$ cat config.mk
export PLATFORM = sky130hd
export DESIGN_NAME = mem_arbiter
export DESIGN_NICKNAME = d
export VERILOG_FILES = /design/src/rtl/mem_arbiter.sv
export SDC_FILE = /design/constraint.sdc
export NUM_CORES = 1
export LEC_CHECK = 0
export CAP_MARGIN = 40
export CORE_MARGIN = 3
export CORE_UTILIZATION = 42
export DETAILED_ROUTE_END_ITERATION = 6
export GPL_ROUTABILITY_DRIVEN = 0
export GPL_TIMING_DRIVEN = 0
export PLACE_DENSITY = 0.92
export SLEW_MARGIN = 20
export SYNTH_ARGS = -nofsm -noshare
export SYNTH_HDL_FRONTEND = slang
export SYNTH_SLANG_ARGS = --single-unit
$ cat constraint.sdc
create_clock -name clk -period 1.9 [get_ports clk]
set_input_delay 0.285 -clock clk [delete_from_list [all_inputs] [get_ports clk]]
set_output_delay 0.285 -clock clk [all_outputs]
set_load 0.01 [all_outputs]
$ cat src/rtl/mem_arbiter.sv
// Round-robin arbiter sharing one single-port RAM between two requesters.
// Each transaction runs IDLE -> ACCESS -> RESP; every output is a flop.
module mem_arbiter #(
  parameter int AW = 8,
  parameter int DW = 4
) (
  input  logic          clk,
  input  logic          reset,
  input  logic          req0,
  input  logic          we0,
  input  logic [AW-1:0] addr0,
  input  logic [DW-1:0] wdata0,
  output logic          gnt0,
  output logic          done0,
  input  logic          req1,
  input  logic          we1,
  input  logic [AW-1:0] addr1,
  input  logic [DW-1:0] wdata1,
  output logic          gnt1,
  output logic          done1,
  output logic [DW-1:0] rdata,
  output logic          mem_cs,
  output logic          mem_we,
  output logic [AW-1:0] mem_addr,
  output logic [DW-1:0] mem_wdata,
  input  logic [DW-1:0] mem_rdata
);

  typedef enum logic [1:0] {
    IDLE   = 2'd0,
    ACCESS = 2'd1,
    RESP   = 2'd2
  } state_t;

  state_t        state_q, state_d;
  logic          ptr_q, ptr_d;    // 0: requester 0 wins a tie
  logic          win_q, win_d;    // owner of the transaction in flight
  logic          gnt0_q, gnt0_d, gnt1_q, gnt1_d;
  logic          done0_q, done0_d, done1_q, done1_d;
  logic [DW-1:0] rdata_q, rdata_d;
  logic          mem_cs_q, mem_cs_d, mem_we_q, mem_we_d;
  logic [AW-1:0] mem_addr_q, mem_addr_d;
  logic [DW-1:0] mem_wdata_q, mem_wdata_d;
  logic          pick;

  // A lone requester wins outright; on a tie the pointer decides.
  assign pick = req1 & (~req0 | ptr_q);

  always_comb begin
    // NOTE: every _d starts as its _q so no path through the case leaves a
    // signal unassigned; that is what keeps this block free of latches.
    state_d     = state_q;
    ptr_d       = ptr_q;
    win_d       = win_q;
    gnt0_d      = gnt0_q;
    gnt1_d      = gnt1_q;
    done0_d     = done0_q;
    done1_d     = done1_q;
    rdata_d     = rdata_q;
    mem_cs_d    = mem_cs_q;
    mem_we_d    = mem_we_q;
    mem_addr_d  = mem_addr_q;
    mem_wdata_d = mem_wdata_q;

    case (state_q)
      IDLE: begin
        if (req0 | req1) begin
          state_d     = ACCESS;
          win_d       = pick;
          gnt0_d      = ~pick;
          gnt1_d      = pick;
          mem_cs_d    = 1'b1;
          mem_we_d    = pick ? we1    : we0;
          mem_addr_d  = pick ? addr1  : addr0;
          mem_wdata_d = pick ? wdata1 : wdata0;
        end
      end
      ACCESS: begin
        state_d  = RESP;
        gnt0_d   = 1'b0;
        gnt1_d   = 1'b0;
        mem_cs_d = 1'b0;
        mem_we_d = 1'b0;
        done0_d  = ~win_q;
        done1_d  = win_q;
        if (!mem_we_q) rdata_d = mem_rdata;
      end
      RESP: begin
        state_d = IDLE;
        done0_d = 1'b0;
        done1_d = 1'b0;
        ptr_d   = ~win_q;
      end
      default: state_d = IDLE;
    endcase
  end

  // NOTE: state is updated with non-blocking assignments so every flop sees
  // the pre-edge values of the others, independent of statement order.
  always_ff @(posedge clk or posedge reset) begin
    if (reset) begin
      state_q     <= IDLE;
      ptr_q       <= 1'b0;
      win_q       <= 1'b0;
      gnt0_q      <= 1'b0;
      gnt1_q      <= 1'b0;
      done0_q     <= 1'b0;
      done1_q     <= 1'b0;
      rdata_q     <= '0;
      mem_cs_q    <= 1'b0;
      mem_we_q    <= 1'b0;
      mem_addr_q  <= '0;
      mem_wdata_q <= '0;
    end else begin
      state_q     <= state_d;
      ptr_q       <= ptr_d;
      win_q       <= win_d;
      gnt0_q      <= gnt0_d;
      gnt1_q      <= gnt1_d;
      done0_q     <= done0_d;
      done1_q     <= done1_d;
      rdata_q     <= rdata_d;
      mem_cs_q    <= mem_cs_d;
      mem_we_q    <= mem_we_d;
      mem_addr_q  <= mem_addr_d;
      mem_wdata_q <= mem_wdata_d;
    end
  end

  assign gnt0      = gnt0_q;
  assign gnt1      = gnt1_q;
  assign done0     = done0_q;
  assign done1     = done1_q;
  assign rdata     = rdata_q;
  assign mem_cs    = mem_cs_q;
  assign mem_we    = mem_we_q;
  assign mem_addr  = mem_addr_q;
  assign mem_wdata = mem_wdata_q;

endmodule

Yosys cells after proc, flatten, opt, wreduce, memory -nomap -nowiden
Cells that the tools add are included.
{"block": "classes", "addsub": 0, "mul": 0, "div": 0, "magnitude_cmp": 0, "eq_ne": 3, "shifts": 0, "mux": 15, "bitwise_logic": 7, "n_reduce_logical": 6}
{"op": "$pmux 1 s2", "n": 6}
{"op": "$mux 8", "n": 1}
{"op": "$reduce_and 2->1", "n": 3}
{"op": "$mux 1", "n": 5}
{"op": "$mux 4", "n": 1}
{"op": "$not 1->1", "n": 4}
{"op": "$pmux 2 s2", "n": 1}
{"op": "$reduce_bool 2->1", "n": 2}
{"op": "$eq 2x1->1 const B", "n": 1}
{"op": "$eq 2x2->1 const B", "n": 1}
{"op": "$logic_not 2->1", "n": 1}
{"op": "$mux 2", "n": 1}
{"op": "$ne 2x2->1 const B", "n": 1}
{"op": "$or 1x1->1", "n": 2}
{"op": "$and 1x1->1", "n": 1}
{"block": "totals", "ff_bits": 26, "latchBits": 0, "ram_bits": 0, "romBits": 0, "input_bits": 34, "output_inout_bits": 22, "word_cells": 43, "memories": 0}

Longest topological paths before layout
{"block": "logic_depth", "depth_word": 6, "depth_mapped": 6, "depth_no_buf": 5}

Worst setup path before layout
No wires, ideal clock.
{"block": "synth_timing", "path_type": "reg2reg", "startpoint": "register state_q[1]", "endpoint": "register rdata_q[0] (netlist: rdata[0])", "setup_ns": 0.125, "t_arrival_ns": 1.314, "required_time_ns": 1.775, "path_slack_ns": 0.461, "path_stages_with_launch": 6, "n_path_buf": 0, "period_less_slack_ns": 1.439, "path_cell_list": "dfrtp_1 inv_1 ha_1 inv_1 nor2_1 mux2_2"}
{"block": "synth_between", "elab_chain_len": 2}
{"item": "from (decl)", "line": "35", "rtl": "state_t state_q, state_d;"}
{"item": "from (signal assigned)", "line": "115", "rtl": "state_q <= state_d;"}
{"item": "$eq 2x1->1", "line": "65", "rtl": "case (state_q)"}
{"item": "$reduce_and 2->1 (no source line)"}
{"item": "to (signal assigned)", "line": "122", "rtl": "rdata_q <= rdata_d;"}
{"item": "to (decl)", "line": "40", "rtl": "logic [DW-1:0] rdata_q, rdata_d;"}
No other way between the ends.
A chain may end at the register's enable or synchronous reset.

Worst setup path in the final report
{"block": "layout_timing", "startpoint": "register state_q[1]", "endpoint": "register rdata_q[1] (netlist: rdata[1])"}
Same word-level chain as after synthesis.

==> flow_metrics.py <==
metrics = {
    "place": {
        "place_hpwl_mm": 2.75,
        "port_buffers": 54,
        "place_ws_ps": 210,
        "dpl_cell_area_sq_um": 1900,
        "place_inst": 218,
    },
    "synthesis": {
        "synthFlopType": "dfrtp_1",
        "synth_area_sq_um": 1310,
        "synth_warnings": 0,
        "postSynthCellCount": 132,
        "synth_area_leaders": "dfrtp_1 (50%), o21ai_0 (7.3%), a31oi_1 (5.7%), nand3_1 (5.4%), mux2_2 (5.2%)",
        "syn_area_per_cell_sq_um": 9.91,
        "synth_cell_type_count": 27,
        "async_flop_share_pct": 100,
        "syn-num-nets": 170,
        "ys_seq_area_share_pct": 49.8,
        "yosys.area.top_type": "dfrtp_1",
        "synth-edff-count": 0,
        "netlist.area_leader.share_pct": 49.8,
        "yosys_register_bits": 26,
    },
    "grt": {
        "grt_overflow": 0,
        "grt_max_degree": 16,
        "antenna_found_initial": 0,
        "grt_pass1_vias": 1205,
        "grt_usage_pct": 20.4,
        "grt_pass1_wl_mm": 5.69,
    },
    "power_and_ir_drop": {
        "clkPwrFrac_pct": 13.1,
        "p_sw_mw": 1.05,
        "power_leakage_nw": 0.824,
        "sequentialPowerShare_pct": 34.0,
        "p_sw_share_pct": 35.7,
        "ir_drop_mv": 0.690,
        "power_density_nw_per_um2": 1510,
        "p_int_mw": 1.89,
        "share_comb_of_total_power_pct": 52.9,
    },
    "floorplan": {
        "die-area_sq_um": 3820,
        "rows": 19,
        "core_area_sq_um": 2850,
        "initial_utilization_pct": 45.8,
        "die_width_microns": 61.8,
        "ioPinCount": 56,
        "fp.dieH_microns": 61.8,
    },
    "worst_hold_path": {
        "hold_class": "in -> reg",
        "hp-start": "req0",
        "worst_hold_path.endpoint": "mem_we",
        "hold_depth": 3,
    },
    "worst_setup_path": {
        "crit_required_ps": 2130,
        "end_kind": "register",
        "worstSetupPathType": "reg -> reg",
        "r2r_setup_slack_ps": 230,
        "cp.arrival_ps": 1900,
        "reg2reg_to": "rdata[1]",
        "worstPathMaxFanout": 5,
        "reg2reg_depth": 5,
        "r2r-start": "state_q[1]",
        "cp-start-kind": "register",
    },
    "clock_tree": {
        "insertion_delay_ps": 330,
        "numCtsBuffers": 3,
        "cts.sinks": 26,
        "htree_levels": 1,
        "cts_hold_buf": 0,
        "ctsResizeCount": 0,
        "cts_tree": "built",
        "cts-root-buf": "clkbuf_4",
        "postCtsSetupRepairBufs": 0,
        "cts_max_path_buffers": 2,
        "clk_pin_slew_ps": 140,
    },
    "detailed_routing": {
        "firstDrtPassIters": 4,
        "viasPerCell": 5.65,
        "drc_errors": 0,
        "dr_total_vias": 1254,
        "dr.first_iter.drc_count": 83,
        "ant_nets": 0,
        "wl_mm": 3.68,
        "wl_per_cell_microns": 16.6,
    },
    "timing": {
        "rsz0062_at_grt": "no",
        "min_period_over_period_pct": 87.8,
        "drv_slew": 0,
        "tns_ps": 0,
        "final_hold_viol_count": 0,
        "fmax_mhz": 599,
        "finClkSkew_ps": 3.98,
        "tightest_slew_ps": 619,
        "fin_crit_ps": 1670,
        "setup_ws_ps": 232,
        "slew_headroom_pct": 58.7,
        "setup_viol": 0,
    },
    "job": {
        "max_cap_viol_count": 0,
    },
    "status": {
        "outcome": "finished clean",
    },
    "cells_and_area": {
        "n_antenna_cell": 0,
        "final_cell_area_sq_um": 1950,
        "n_fill_cell": 207,
        "areaGrowthSynthToFinish_pct": 49.5,
        "nets": 230,
        "stdcell_count": 222,
        "drive_above_1_share_pct": 12.6,
    },
}
## layer usage
metal	vias to the layer above	part of all wire [%]	GRT usage, %	wire length, microns
li1	586	-	-	-
met2	58	49	35.0	1810
met1	597	40	24.2	1460
met4	0	2.6	10.9	97
met5	-	0	0	0
met3	13	8.3	3.72	306
## Yosys cell counts (2+ instances only)
library cell,n
inv_1,8
buf_4,2
nand2_1,2
ha_1,4
a31oi_1,12
o21ai_0,19
buf_6,2
mux2_2,6
a21oi_1,2
nor2_1,16
dfrtp_1,26
buf_2,4
nand3_1,14
nand2b_1,2
## metrics by stage
step	hold WS, ps	total power [mW]	util (%)
floorplan	325	1.83	-
global placement	491	2.47	66.1
detailed placement	502	2.55	66.7
CTS	250	2.96	68.5
global route	268	3.17	68.5
finish	256	2.94	68.5
## sequential cells by signal, indices dropped and copies added (netlist names), 2 cells and up
register   cells
state_q        2
rdata          4
mem_addr       8
mem_wdata      4
## power by group through the flow
stage          logic, mW  clock network (mW)  registers [mW]
2_1_floorplan      0.737                   0            1.09
4_1_cts             1.56               0.397            1.00
6_report            1.56               0.385            1.00
3_3_place_gp        1.49                   0           0.983
5_1_grt             1.72               0.418            1.03
3_5_place_dp        1.54                   0            1.01
## layout by cell type (no fill, tap or decap), types with 2 or more instances in the layout
cell type / count
nand2_1: 2
a21oi_1: 2
inv_1: 8
clkdlybuf4s50_1: 54
mux2_2: 6
clkbuf_4: 3
nand3_1: 14
ha_1: 4
buf_2: 4
buf_6: 2
nand2b_1: 2
buf_4: 2
o21ai_0: 19
a31oi_1: 12
dfrtp_1: 26
nor2_1: 16
## logic make-up after synthesis
kind of cell / Yosys count / synth area share (%)
flops: 26 / 49.8
buf+inv: 17 / 7.08
compound gates: 38 / 17.3
simple gates: 40 / 16.1
fa+ha+maj: 4 / 3.83
mux: 7 / 5.93
## worst max-delay path by stage
| stage | end | slack, ps | startpoint |
|---|---|---|---|
| after CTS | rdata[1] | 230 | state_q[1] |
| after detailed placement | state_q[0] | 210 | req1 |
| after global placement | state_q[0] | 230 | req1 |
| after floorplan | rdata[0] | 460 | state_q[1] |
| final | rdata[1] | 230 | state_q[1] |
| after global routing | rdata[1] | 100 | state_q[1] |
## cell type report
type / count / area, sq um / share of cell area, %
Tap cell: 31 / 38.8 / 1.98
Buffer: 9 / 62.6 / 3.20
Sequential cell: 26 / 651 / 33.3
Clock buffer: 3 / 22.5 / 1.15
Inverter: 8 / 30.0 / 1.54
Timing Repair Buffer: 55 / 556 / 28.4
Multi-Input combinational cell: 89 / 564 / 28.9
Clock inverter: 1 / 30.0 / 1.54
## worst max-delay path, cell delays in order, from the launching register on
cell and delay [ps]:
dfrtp_1 430, inv_1 100, ha_1 230, inv_1 120, nor2_1 310, mux2_2 380
Note: power is estimated with default switching activity, not from simulation.
